[config.mk]
export PLATFORM = sky130hd
export DESIGN_NAME = vga_timing_gen
export DESIGN_NICKNAME = d
export VERILOG_FILES = /design/src/rtl/vga_pkg.sv /design/src/rtl/vga_timing_gen_pixel_en_div.sv /design/src/rtl/vga_timing_gen.sv
export SDC_FILE = /design/constraint.sdc
export NUM_CORES = 1
export LEC_CHECK = 0
export ABC_AREA = 1
export CAP_MARGIN = 20
export CORE_ASPECT_RATIO = 0.6
export CORE_MARGIN = 2
export CORE_UTILIZATION = 35
export DETAILED_ROUTE_END_ITERATION = 7
export MAX_ROUTING_LAYER = met4
export SLEW_MARGIN = 10
export SYNTH_ARGS = -nofsm -noshare
export SYNTH_HDL_FRONTEND = slang
export SYNTH_HIERARCHICAL = 1
export SYNTH_SLANG_ARGS = --single-unit
[constraint.sdc]
create_clock -name CLK_40 -period 2.64 [get_ports CLK_40]
set_clock_uncertainty 0.2 [all_clocks]
set_input_delay 0.792 -clock CLK_40 [delete_from_list [all_inputs] [get_ports CLK_40]]
set_output_delay 0.792 -clock CLK_40 [all_outputs]
set_load 0.05 [all_outputs]
[src/rtl/vga_pkg.sv]
// Shared VGA timing constants (640x480 defaults), timing struct and helpers.
package vga_pkg;

    localparam int unsigned H_AREA_DEF = 640;
    localparam int unsigned H_FP_DEF   = 16;
    localparam int unsigned H_SYNC_DEF = 96;
    localparam int unsigned H_BP_DEF   = 48;
    localparam int unsigned V_AREA_DEF = 480;
    localparam int unsigned V_FP_DEF   = 10;
    localparam int unsigned V_SYNC_DEF = 2;
    localparam int unsigned V_BP_DEF   = 33;

    // One axis of a video timing: active area, front porch, sync, back porch
    typedef struct packed {
        logic [15:0] area;
        logic [15:0] fp;
        logic [15:0] sync;
        logic [15:0] bp;
    } vga_timing_t;

    function automatic int unsigned timing_total(input vga_timing_t t);
        return 32'(t.area) + 32'(t.fp) + 32'(t.sync) + 32'(t.bp);
    endfunction

    function automatic int unsigned sync_start(input vga_timing_t t);
        return 32'(t.area) + 32'(t.fp);
    endfunction

    function automatic int unsigned sync_end(input vga_timing_t t);
        return 32'(t.area) + 32'(t.fp) + 32'(t.sync);
    endfunction

endpackage

[src/rtl/vga_timing_gen_pixel_en_div.sv]
// Pixel-rate divider: registered pixel strobe every PIXEL_DIV clocks while run is high.
module pixel_en_div #(
    parameter int unsigned PIXEL_DIV = 1
) (
    input  logic CLK_40,
    input  logic reset_n,
    input  logic run,
    output logic running,
    output logic pixel_en,
    output logic pixel_en_nxt_c
);

    localparam int unsigned CNT_W = (PIXEL_DIV > 1) ? $clog2(PIXEL_DIV) : 1;
    localparam logic [CNT_W-1:0] CNT_LAST = CNT_W'(PIXEL_DIV - 1);

    logic [CNT_W-1:0] cnt_q;
    logic [CNT_W-1:0] cnt_nxt;

    // Counter restarts at 0 on the first running cycle so that cycle shows the origin
    always_comb begin
        cnt_nxt = '0;
        if (run && running) begin
            cnt_nxt = (cnt_q == CNT_LAST) ? '0 : cnt_q + CNT_W'(1);
        end
        pixel_en_nxt_c = run && (cnt_nxt == CNT_LAST);
    end

    always_ff @(posedge CLK_40 or negedge reset_n) begin
        if (!reset_n) begin
            cnt_q    <= '0;
            running  <= 1'b0;
            pixel_en <= 1'b0;
        end else begin
            cnt_q    <= cnt_nxt;
            running  <= run;
            pixel_en <= pixel_en_nxt_c;
        end
    end

endmodule

[src/rtl/vga_timing_gen.sv]
// VGA raster timing generator: pixel/line counters with zero-skew registered syncs and blanking.
module vga_timing_gen
    import vga_pkg::*;
#(
    parameter int unsigned PIXEL_DIV = 1,
    parameter int unsigned H_AREA    = H_AREA_DEF,
    parameter int unsigned H_FP      = H_FP_DEF,
    parameter int unsigned H_SYNC    = H_SYNC_DEF,
    parameter int unsigned H_BP      = H_BP_DEF,
    parameter int unsigned V_AREA    = V_AREA_DEF,
    parameter int unsigned V_FP      = V_FP_DEF,
    parameter int unsigned V_SYNC    = V_SYNC_DEF,
    parameter int unsigned V_BP      = V_BP_DEF,
    parameter bit          HSYNC_POL = 1'b0,
    parameter bit          VSYNC_POL = 1'b0,
    localparam int unsigned H_TOTAL  = H_AREA + H_FP + H_SYNC + H_BP,
    localparam int unsigned V_TOTAL  = V_AREA + V_FP + V_SYNC + V_BP,
    localparam int unsigned X_W      = $clog2(H_TOTAL),
    localparam int unsigned Y_W      = $clog2(V_TOTAL)
) (
    input  logic           CLK_40,
    input  logic           reset_n,
    input  logic           run,
    output logic           pixel_en,
    output logic [X_W-1:0] x_pos,
    output logic [Y_W-1:0] y_pos,
    output logic           hsync,
    output logic           vsync,
    output logic           h_blank,
    output logic           v_blank,
    output logic           active,
    output logic           line_start,
    output logic           frame_start
);

    localparam vga_timing_t H_TIM = '{area: 16'(H_AREA), fp: 16'(H_FP), sync: 16'(H_SYNC), bp: 16'(H_BP)};
    localparam vga_timing_t V_TIM = '{area: 16'(V_AREA), fp: 16'(V_FP), sync: 16'(V_SYNC), bp: 16'(V_BP)};

    localparam logic [X_W-1:0] X_LAST   = X_W'(timing_total(H_TIM) - 1);
    localparam logic [X_W-1:0] X_AREA   = X_W'(H_AREA);
    localparam logic [X_W-1:0] HS_START = X_W'(sync_start(H_TIM));
    localparam logic [X_W-1:0] HS_END   = X_W'(sync_end(H_TIM));
    localparam logic [Y_W-1:0] Y_LAST   = Y_W'(timing_total(V_TIM) - 1);
    localparam logic [Y_W-1:0] Y_AREA   = Y_W'(V_AREA);
    localparam logic [Y_W-1:0] VS_START = Y_W'(sync_start(V_TIM));
    localparam logic [Y_W-1:0] VS_END   = Y_W'(sync_end(V_TIM));

    logic           run_q;
    logic           running;
    logic           pe_nxt_c;
    logic [X_W-1:0] x_nxt;
    logic [Y_W-1:0] y_nxt;
    logic           hsync_nxt, vsync_nxt, h_blank_nxt, v_blank_nxt, active_nxt;
    logic           line_start_nxt, frame_start_nxt;

    pixel_en_div #(
        .PIXEL_DIV(PIXEL_DIV)
    ) u_div (
        .CLK_40        (CLK_40),
        .reset_n       (reset_n),
        .run           (run_q),
        .running       (running),
        .pixel_en      (pixel_en),
        .pixel_en_nxt_c(pe_nxt_c)
    );

    // Next raster position; all flags are decoded from it so they register alongside x/y
    always_comb begin
        x_nxt = '0;
        y_nxt = '0;
        if (run_q && running) begin
            x_nxt = x_pos;
            y_nxt = y_pos;
            if (pixel_en) begin
                if (x_pos == X_LAST) begin
                    x_nxt = '0;
                    y_nxt = (y_pos == Y_LAST) ? '0 : y_pos + Y_W'(1);
                end else begin
                    x_nxt = x_pos + X_W'(1);
                end
            end
        end
        h_blank_nxt     = !run_q || (x_nxt >= X_AREA);
        v_blank_nxt     = !run_q || (y_nxt >= Y_AREA);
        active_nxt      = !h_blank_nxt && !v_blank_nxt;
        hsync_nxt       = (run_q && x_nxt >= HS_START && x_nxt < HS_END) ? HSYNC_POL : ~HSYNC_POL;
        vsync_nxt       = (run_q && y_nxt >= VS_START && y_nxt < VS_END) ? VSYNC_POL : ~VSYNC_POL;
        line_start_nxt  = pe_nxt_c && (x_nxt == '0);
        frame_start_nxt = line_start_nxt && (y_nxt == '0);
    end

    always_ff @(posedge CLK_40 or negedge reset_n) begin
        if (!reset_n) begin
            run_q       <= 1'b0;
            x_pos       <= '0;
            y_pos       <= '0;
            hsync       <= ~HSYNC_POL;
            vsync       <= ~VSYNC_POL;
            h_blank     <= 1'b1;
            v_blank     <= 1'b1;
            active      <= 1'b0;
            line_start  <= 1'b0;
            frame_start <= 1'b0;
        end else begin
            run_q       <= run;
            x_pos       <= x_nxt;
            y_pos       <= y_nxt;
            hsync       <= hsync_nxt;
            vsync       <= vsync_nxt;
            h_blank     <= h_blank_nxt;
            v_blank     <= v_blank_nxt;
            active      <= active_nxt;
            line_start  <= line_start_nxt;
            frame_start <= frame_start_nxt;
        end
    end

endmodule

; Word-level counts from Yosys, hierarchy flattened
; Index checks and enable logic that the tools add are counted.
[word_totals]
in_bits = 3
output_inout_bits = 28
ff_bits = 31
word_cells = 52
[classes]
n_mux = 11
add_sub_neg = 3
bitwise = 1
eq_ne = 2
reduce_logical = 16
order_cmp = 6
[op_table]
columns = cell, count
row1 = 10-bit 2-to-1 mux, 7
row2 = "10-bit by 1-bit adder with 10-bit output, second input constant", 2
row3 = "10-bit equality test, second input constant", 2
row4 = "10-bit >= comparator, second input constant", 2
row5 = "10-bit by 9-bit >= comparator with 1-bit output, second input constant", 2
row6 = 10-bit zero test, 2
row7 = "10-bit < comparator, second input constant", 1
row8 = "10-bit by 9-bit < comparator with 1-bit output, second input constant", 1
row9 = 1-bit logical AND, 9
row10 = 1-bit 2-to-1 mux, 4
row11 = 1-bit zero test, 3
row12 = 1-bit logical OR, 2
row13 = "1-bit adder, second input constant", 1
row14 = 1-bit NOT, 1

; Depth between registers and ports, before layout
; Gate-level depths: netlist of run 1.
[depth]
depth_word = 9
ltp_mapped = 14
mapped_depth_nobuf = 14

; By module
; Netlist of run 1, hierarchy kept.
[by_module_without_submodules]
columns = mod, cells_per_inst, instances, area_per_inst_um2, seq_area_each_um2
row1 = vga_timing_gen, 264, 1, 1843.0, 705.7
row2 = pixel_en_div, 3, 1, 40.0, 25.0

; Worst setup path after synthesis of run 1
; No wires, ideal clock.
[synth_timing]
kind = register to register
start = reg x_pos[0]
end = reg frame_start
setup_slack_ns = 0.419
path_buffers = 0
setup_time_ns = 0.080
arrival_time_ns = 1.941
t_required_ns = 2.360
path_stages_with_launch = 10
cell_sequence = dfrtp_1 -> ha_1 -> nand2_1 -> nor2_1 -> nand4_1 -> nor2_1 -> nor2_4 -> nor2_1 -> nand3_1 -> nor3_2
[synth_via]
elab_chain_len = 7
[synth_rtl]
columns = element, line_no
row1 = start: declaration, vga_timing_gen.sv:25  ; output logic [X_W-1:0] x_pos,
row2 = start signal: assignment, vga_timing_gen.sv:106  ; x_pos <= x_nxt;
row3 = 10-bit by 1-bit adder with 10-bit output or 10-bit equality test (tied branches), "vga_timing_gen.sv:79, vga_timing_gen.sv:75"
row4 = 10-bit 2-to-1 mux (*), vga_timing_gen.sv:75  ; if (x_pos == X_LAST) begin
row5 = 10-bit 2-to-1 mux (*), vga_timing_gen.sv:74  ; if (pixel_en) begin
row6 = 10-bit 2-to-1 mux (*), vga_timing_gen.sv:71  ; if (run_q && running) begin
row7 = net x_nxt[8], vga_timing_gen.sv:51  ; logic [X_W-1:0] x_nxt;
row8 = 10-bit zero test (*), vga_timing_gen.sv:88  ; line_start_nxt = pe_nxt_c && (x_nxt == '0);
row9 = 1-bit logical AND (*), vga_timing_gen.sv:88
row10 = 1-bit logical AND (*), vga_timing_gen.sv:89  ; frame_start_nxt = line_start_nxt && (y_nxt == '0);
row11 = net frame_start_nxt, vga_timing_gen.sv:54  ; logic line_start_nxt, frame_start_nxt;
row12 = end signal: assignment, vga_timing_gen.sv:114  ; frame_start <= frame_start_nxt;
row13 = end: declaration, vga_timing_gen.sv:33  ; output logic frame_start
; The timed path passes the listed nets; every way through them passes the cells marked *.

; Final worst setup path of run 1
[layout_timing]
start = reg y_pos[9]
end = out y_pos[9]
[layout_rtl]
columns = element, line_no
row1 = start: declaration, vga_timing_gen.sv:26  ; output logic [Y_W-1:0] y_pos,
row2 = start signal: assignment, vga_timing_gen.sv:107  ; y_pos <= y_nxt;
; No word-level cell between the ends.

==> results of run 1 <==
sequential cells by signal (all words and copies together) (netlist names):
register,cells
run_q,1
hsync,1
y_pos,10
x_pos,10
line_start,1
active,1
v_blank,1
h_blank,1
frame_start,1
vsync,1
u_div/pixel_en,1
logic make-up after synthesis:
kind of cell,Yosys count,share of synthesized area
AO/OA/AOI/OAI,20,0.0611
AND/OR/NAND/NOR,162,0.416
adder cells (fa/ha/maj),3,0.0199
flip-flops,29,0.388
buffers and inverters,53,0.115
metal layers:
layer	global-route usage	vias to the layer above	routed length, um	part of all wire
li1	-	906	-	-
met1	0.313	824	2960	0.58
met2	0.236	58	1820	0.36
met3	0.0449	7	274	0.054
met4	0.0450	0	51	0.010
met5	-	-	0	0
power by group through the flow:
stage,combinational (mW),clock (mW),sequential [mW]
2_1_floorplan,0.0332,0,0.496
3_3_place_gp,0.0968,0,0.469
3_5_place_dp,0.0964,0,0.469
4_1_cts,0.0965,0.509,0.461
5_1_grt,0.105,0.533,0.461
6_report,0.0953,0.502,0.461
cell usage after synthesis:
library cell  instances  share of area
o22ai_1               1         0.0033
o21bai_1              3          0.012
ha_1                  3          0.020
buf_6                 1         0.0060
nor3b_1               1         0.0040
nor2_4                7          0.042
o21ai_0               6          0.016
clkinv_2              1         0.0027
inv_1                46          0.092
nand3_4               1         0.0093
nand2_1              74           0.15
a21o_1                1         0.0040
nor3_1                6          0.016
nand4_1               6          0.020
nand2_2               6          0.020
a21oi_1               7          0.019
o21ai_1               1         0.0027
nand3_2               3          0.016
nor2_2                2         0.0066
inv_2                 2         0.0040
nor2_1               30          0.060
buf_2                 1         0.0027
o21ai_2               1         0.0047
dfrtp_1              25           0.33
nand2_4               1         0.0060
nand3_1              24          0.064
nor3_2                1         0.0053
dfstp_2               4          0.056
buf_4                 2         0.0080
final timing paths:
check / cells past startpoint / endpoint / start
min reg2reg: 0 / u_div/pixel_en / run_q
max: 1 / y_pos[9] / y_pos[9]
max in group asynchronous: 2 / hsync / reset_n
min in group asynchronous: 2 / y_pos[9] / reset_n
max reg2reg: 13 / frame_start / x_pos[0]
min: 0 / u_div/pixel_en / run_q
cell type report:
class | count | area (um2)
sequential | 29 | 731
inverter | 49 | 185
clock inverter | 2 | 37.5
tap | 66 | 82.6
multi-input combinational | 185 | 936
clock buffer | 6 | 82.6
timing repair buffer | 34 | 320
fill | 520 | 2760
what timing repair did:
action                                  4_1_cts  5_1_grt
hold endpoints to repair                      0        0
gates resized for setup                       0        1
endpoints found under the setup margin        0        1
==> flow_summary.ini, run 1 <==
[sta]
whs_ns = 0.291
fin_ws_ns = 0.0609
rsz0062_at_grt = no
fin_crit_ns = 2.58
slew_violations = 0
finalHoldViolCount = 0
setup_viol = 0
fmax_mhz = 388
post-route-period-util = 0.977
slew_headroom = 0.660
setup_tns_ns = 0
worst-slew-pin-transition_ns = 0.508

[place]
gp_congestion = 0.923
dp.cells = 363
pre_cts_ws_ns = 0.336
io_buffer_count = 30
dpl.hpwl_mm = 3.97
placed_area_mm2 = 0.00225

[cts]
cts_hold_buf = 0
cts-root-buf = clkbuf_8
cts_sinks = 29
cts_buffers = 5
cts_buffer_depth = 2
postCtsSetupBuffers = 0
h-tree-depth = 2
cts.clk_slew.worst_paths_ns = 0.07
cts_tree = done
clock_latency_ns = 0.29

[setup_path]
crit_path_end_kind = output pin
worst-path-max-fanout = 4
cp.arrival_ns = 1.59
required_ns = 1.65
crit_buf_inv = 1
slowest_stage = clkdlybuf4s50_1
path_delay_family = buffers and inverters
max_stage_delay_ns = 0.85
cp_cell_sequence = clkdlybuf4s50_1
cp-start-kind = flop
crit_type = reg2out
r2r_slack_ns = 0.32

[layout]
final_common_cell = nand2_1
mostFrequentLayoutCells = nand2_1, inv_1, nor2_1
final_area_mm2 = 0.00237
fin_cells = 371
nNetsFinal = 310
antenna_cells = 0
synthToLayoutAreaGrowth_pct = 26.1
fin_util = 0.463
drive_above_1_share = 0.151

[global_routing]
grt_overflow = 0
grt_use_total = 0.195
grt_pass1_wl_mm = 8.58
grt_pass1_vias = 1654
grt_max_degree = 30
antenna_found_initial = 0

[floorplan]
die_area_mm2 = 0.00600
num_rows = 20
coreArea_mm2 = 0.00513
die_h_um = 60.8
boundaryPins = 31
start_util = 0.367
die_w_um = 98.7

[power]
power_frac_comb = 0.090
clkPwrFrac = 0.474
p_leak_nw = 1.26
power.total_mw = 1.06
p_int_mw = 0.789
swShare = 0.254
p_switching_mw = 0.268
worst_ir_drop_vdd_uv = 210
power_per_cell_area_mw_per_mm2 = 445
pwr-share-seq = 0.436

[synthesis]
netlist-cell-type-count = 29
syn_area_mm2 = 0.00188
syn_inst = 267
ys.warnings.count = 6
syn-num-nets = 273
ys_seq_elements = 29
syn_avg_cell_area_um2 = 7.05
seq_area_frac_synth = 0.388

[min_path]
min_path_type = reg2reg

[detailed_routing]
vias_per_cell = 4.84
wl_mm = 5.10
wl_per_cell_um = 13.7
drc = 0
route.antenna.remaining_nets = 0
drt-initial-drc-count = 150
via_count = 1795
drtPass1Iterations = 4

[status]
status = finished clean

[run]
drv_cap = 0
Power figures use the tool's default switching activity.
==> inputs of run 2 (changes only) <==
--- a/config.mk
+++ b/config.mk
@@ -7,11 +7,14 @@
 export LEC_CHECK = 0
 export ABC_AREA = 1
 export CAP_MARGIN = 20
+export CELL_PAD_IN_SITES_DETAIL_PLACEMENT = 0
+export CELL_PAD_IN_SITES_GLOBAL_PLACEMENT = 1
 export CORE_ASPECT_RATIO = 0.6
 export CORE_MARGIN = 2
 export CORE_UTILIZATION = 35
 export DETAILED_ROUTE_END_ITERATION = 7
 export MAX_ROUTING_LAYER = met4
+export PLACE_DENSITY_LB_ADDON = 0.1
 export SLEW_MARGIN = 10
 export SYNTH_ARGS = -nofsm -noshare
 export SYNTH_HDL_FRONTEND = slang
==> run 2 against run 1 <==
  * Global-route usage grew 0.079 points
  * Clock power increased by 13%
  * Cell area is 0.47% higher
  * Sequential share of layout area fell by 0.15 points
  * Worst hold slack got worse by 0.0035 ns
  * Power rose by 6.6%
  * Routed wire length grew 4.4%
  * Final cell count stayed put
  * Largest cell class unchanged
  * Count of clock-buffer cells in the layout is 1 lower
  * Largest power group unchanged
  * Combinational power is 2% higher
  * Non-clock buffer count is the same
==> flow_summary.ini, run 2 (synthesis gave the netlist of run 1 again) <==
[min_path]
min_to = u_div/pixel_en
min_path_cells = 0
hold_start = run_q
min_path_type = reg2reg

[floorplan]
num_rows = 20
die_area_mm2 = 0.00600
coreArea_mm2 = 0.00513
boundaryPins = 31
start_util = 0.367
die_w_um = 98.7
die_h_um = 60.8

[setup_path]
r2r_slack_ns = 0.41
crit_type = reg2out
crit_path_end_kind = output pin
r2r_end = active
cp-start-kind = flop
rr_worst_depth = 14
r2r_start = y_pos[0]
crit_buf_inv = 1
slowest_stage = clkdlybuf4s50_1
cp_cell_sequence = clkdlybuf4s50_1
required_ns = 1.65
cp.arrival_ns = 1.57
worst-path-max-fanout = 6
path_delay_family = buffers and inverters
max_stage_delay_ns = 0.85

[power]
power_frac_comb = 0.086
worst_ir_drop_vdd_uv = 328
pwr-share-seq = 0.409
power_per_cell_area_mw_per_mm2 = 472
clkPwrFrac = 0.505
swShare = 0.239
p_int_mw = 0.857
p_leak_nw = 1.27
p_switching_mw = 0.270

[global_routing]
grt_max_degree = 30
grt_pass1_vias = 1526
grt_pass1_wl_mm = 8.49
grt_overflow = 0
grt_use_total = 0.196
antenna_found_initial = 0

[detailed_routing]
drt-initial-drc-count = 115
wl_per_cell_um = 14.3
wl_mm = 5.32
route.antenna.remaining_nets = 0
via_count = 1727
vias_per_cell = 4.65
drc = 0
drtPass1Iterations = 4

[sta]
fin_ws_ns = 0.0744
fin_crit_ns = 2.57
finalHoldViolCount = 0
setup_viol = 0
worst-slew-pin-transition_ns = 0.511
post-route-period-util = 0.972
setup_tns_ns = 0
slew_headroom = 0.658
rsz0062_at_grt = no
fmax_mhz = 390
slew_violations = 0

[layout]
fin_cells = 371
mostFrequentLayoutCells = nand2_1, inv_1, nor2_1
antenna_cells = 0
reg_top3 = x_pos x10, y_pos x10
fin_util = 0.465
synthToLayoutAreaGrowth_pct = 26.7
fill_cells = 498
final_common_cell = nand2_1
nNetsFinal = 310
drive_above_1_share = 0.154

[cts]
cts_buffers = 5
cts_sinks = 29
cts_hold_buf = 0
clock_latency_ns = 0.29
cts_buffer_depth = 2
h-tree-depth = 2
cts_tree = done
cts-root-buf = clkbuf_8
cts.clk_slew.worst_paths_ns = 0.07

[place]
io_buffer_count = 30
dp.cells = 363
dpl.hpwl_mm = 4.11
pre_cts_ws_ns = 0.362
gp_congestion = 0.862

[run]
drv_cap = 0

[status]
status = finished clean
[run 2: how the worst max path moves through the flow]
stage	from	endpoint	slack [ns]	depth (start not counted)
floorplan	x_pos[0]	frame_start	0.42	9
global placement	x_pos[3]	x_pos[3]	0.36	1
detailed placement	x_pos[3]	x_pos[3]	0.36	1
CTS	x_pos[3]	x_pos[3]	0.04	1
global route	x_pos[6]	x_pos[6]	0.01	1
finish	y_pos[4]	y_pos[4]	0.07	1
[run 2: stage by stage]
stage / total power [mW] / hold slack, ns / cell area [um2]
floorplan: 0.529 / 0.214 / 1880
global placement: 0.568 / 0.250 / 2250
detailed placement: 0.566 / 0.261 / 2250
CTS: 1.13 / 0.283 / 2380
global route: 1.17 / 0.310 / 2390
finish: 1.13 / 0.287 / 2390
[run 2: timing repair]
action | CTS | global route
buffers inserted | 0 | 0
resized for setup | 0 | 1
setup endpoints to repair | 0 | 1
hold endpoints to repair | 0 | 0
[run 2: final cells by class]
type / count / area, um2 / area share
clock inverter: 3 / 65.1 / 0.0273
timing repair buffer: 34 / 318 / 0.133
multi-input combinational: 185 / 936 / 0.392
tap: 66 / 82.6 / 0.0346
sequential: 29 / 731 / 0.306
inverter: 49 / 185 / 0.0776
clock buffer: 5 / 68.8 / 0.0288
[run 2: per-layer routing]
metal / wire, um / global-route usage
met4: 48 / 0.0470
met5: 0 / -
met2: 1890 / 0.237
met1: 3100 / 0.314
met3: 283 / 0.0438
[run 2: power groups by stage]
stage / combinational (mW) / sequential (mW) / clock (mW)
after global placement: 0.0989 / 0.469 / 0
after CTS: 0.0982 / 0.461 / 0.575
after floorplan: 0.0332 / 0.496 / 0
final: 0.0973 / 0.461 / 0.569
after detailed placement: 0.0980 / 0.469 / 0
after global routing: 0.106 / 0.462 / 0.600
==> inputs of run 3 (changes only) <==
--- a/config.mk
+++ b/config.mk
@@ -13,7 +13,7 @@
 export CORE_MARGIN = 2
 export CORE_UTILIZATION = 35
 export DETAILED_ROUTE_END_ITERATION = 7
-export MAX_ROUTING_LAYER = met4
+export GPL_ROUTABILITY_DRIVEN = 0
 export PLACE_DENSITY_LB_ADDON = 0.1
 export SLEW_MARGIN = 10
 export SYNTH_ARGS = -nofsm -noshare
==> run 3 against run 2 <==
  * Non-clock buffer count did not move
  * Final cell count is the same
  * Worst hold slack barely moved
  * Die area unchanged
  * Sequential power hardly changed
  * Largest power group unchanged
==> flow_summary.ini, run 3 (synthesis gave the netlist of run 1 again) <==
[status]
status = finished clean

[sta]
setup_tns_ns = 0
post-route-period-util = 0.971
slew_violations = 0
slew_headroom = 0.649
fmax_mhz = 390
fin_crit_ns = 2.56
setup_viol = 0
worst-slew-pin-transition_ns = 0.524
finalHoldViolCount = 0
rsz0062_at_grt = no

[floorplan]
die_h_um = 60.8
boundaryPins = 31
num_rows = 20
coreArea_mm2 = 0.00513
start_util = 0.367
die_w_um = 98.7
die_area_mm2 = 0.00600

[detailed_routing]
drc = 0
wl_mm = 5.31
via_count = 1728
wl_per_cell_um = 14.3
drt-initial-drc-count = 114
vias_per_cell = 4.66
drtPass1Iterations = 4
route.antenna.remaining_nets = 0

[run]
drv_cap = 0

[cts]
cts.clk_slew.worst_paths_ns = 0.07
h-tree-depth = 2
cts-root-buf = clkbuf_8
cts_hold_buf = 0
cts_tree = done
cts_buffers = 5
cts_resized = 0
clock_latency_ns = 0.29
cts_buffer_depth = 2
postCtsSetupBuffers = 0
cts_sinks = 29

[min_path]
min_path_type = reg2reg

[setup_path]
cp-start-kind = flop
slowest_stage = clkdlybuf4s50_1
crit_buf_inv = 1
path_delay_family = buffers and inverters
cp_cell_sequence = clkdlybuf4s50_1
crit_type = reg2out
max_stage_delay_ns = 0.85
cp.arrival_ns = 1.57
required_ns = 1.65
crit_path_end_kind = output pin
worst-path-max-fanout = 6

[power]
p_int_mw = 0.857
pwr-share-seq = 0.410
worst_ir_drop_vdd_uv = 328
p_switching_mw = 0.267
clkPwrFrac = 0.503
power_frac_comb = 0.087
swShare = 0.237
p_leak_nw = 1.27
power_per_cell_area_mw_per_mm2 = 471

[global_routing]
grt_pass1_wl_mm = 8.50
grt_pass1_vias = 1522
grt_use_total = 0.190
grt_overflow = 0
grt_max_degree = 30
antenna_found_initial = 0

[layout]
reg_top3 = x_pos x10, y_pos x10
drive_above_1_share = 0.154
fin_util = 0.465
antenna_cells = 0
fill_cells = 498
multiInputGateArea_um2 = 936
nNetsFinal = 310
seq_area_um2 = 731
mostFrequentLayoutCells = nand2_1, inv_1, nor2_1
final_common_cell = nand2_1
synthToLayoutAreaGrowth_pct = 26.7

[place]
io_buffer_count = 30
dpl.hpwl_mm = 4.11
==> run 3: cell counts in the layout (fill, tap and decap cells not counted) <==
Identical to the previous run, type by type.
==> run 3: power by group through the flow <==
stage	combinational, mW	clock [mW]	sequential, mW
after floorplan	0.0332	0	0.496
after global placement	0.0989	0	0.469
after detailed placement	0.0980	0	0.469
after CTS	0.0982	0.575	0.461
after global routing	0.106	0.598	0.462
final	0.0977	0.566	0.461
==> run 3: path summary, 6_finish.rpt <==
kind | startpoint | to | slack, ns | depth (start not counted)
min | run_q | u_div/pixel_en | 0.29 | 0
min in group asynchronous | reset_n | y_pos[7] | 0.69 | 2
max | y_pos[4] | y_pos[4] | 0.08 | 1
max reg2reg | y_pos[0] | active | 0.41 | 14
min reg2reg | run_q | u_div/pixel_en | 0.29 | 0
max in group asynchronous | reset_n | hsync | 1.23 | 2
==> run 3: through the flow <==
step	power (mW)	cell area (um2)	hold slack [ns]	setup WS (ns)	instances
global route	1.17	2390	0.308	0.0139	371
detailed placement	0.566	2250	0.261	0.362	363
floorplan	0.529	1880	0.214	0.419	267
global placement	0.568	2250	0.250	0.359	363
finish	1.12	2390	0.287	0.0771	371
CTS	1.13	2380	0.283	0.0447	371
==> run 3: area by class of cell <==
class	count	share of cell area
Tap cell	66	0.0346
Timing Repair Buffer	34	0.133
Inverter	49	0.0776
Clock buffer	5	0.0288
Clock inverter	3	0.0273
Multi-Input combinational cell	185	0.392
Sequential cell	29	0.306
==> run 3: metal layers <==
layer / vias up / part of all wire / track usage / wire length, um
met3: 5 / 0.073 / 0.0449 / 388
met2: 45 / 0.36 / 0.239 / 1900
met4: 0 / 0.0087 / 0.0470 / 46
met1: 777 / 0.56 / 0.312 / 2980
li1: 901 / - / - / -
met5: - / 0 / 0 / 0
==> run 3: worst register-to-register path, cell delays in order, from the launching register on <==
cell	delay [ns]
dfrtp_1	0.43
inv_1	0.16
ha_1	0.19
nand2_1	0.05
nor2_1	0.08
nand3_1	0.20
nand3_1	0.14
nand2_1	0.06
nand2_1	0.06
nand2_1	0.05
nand2_1	0.15
inv_1	0.13
nor2_1	0.10
nand2_1	0.08
nor2_1	0.09
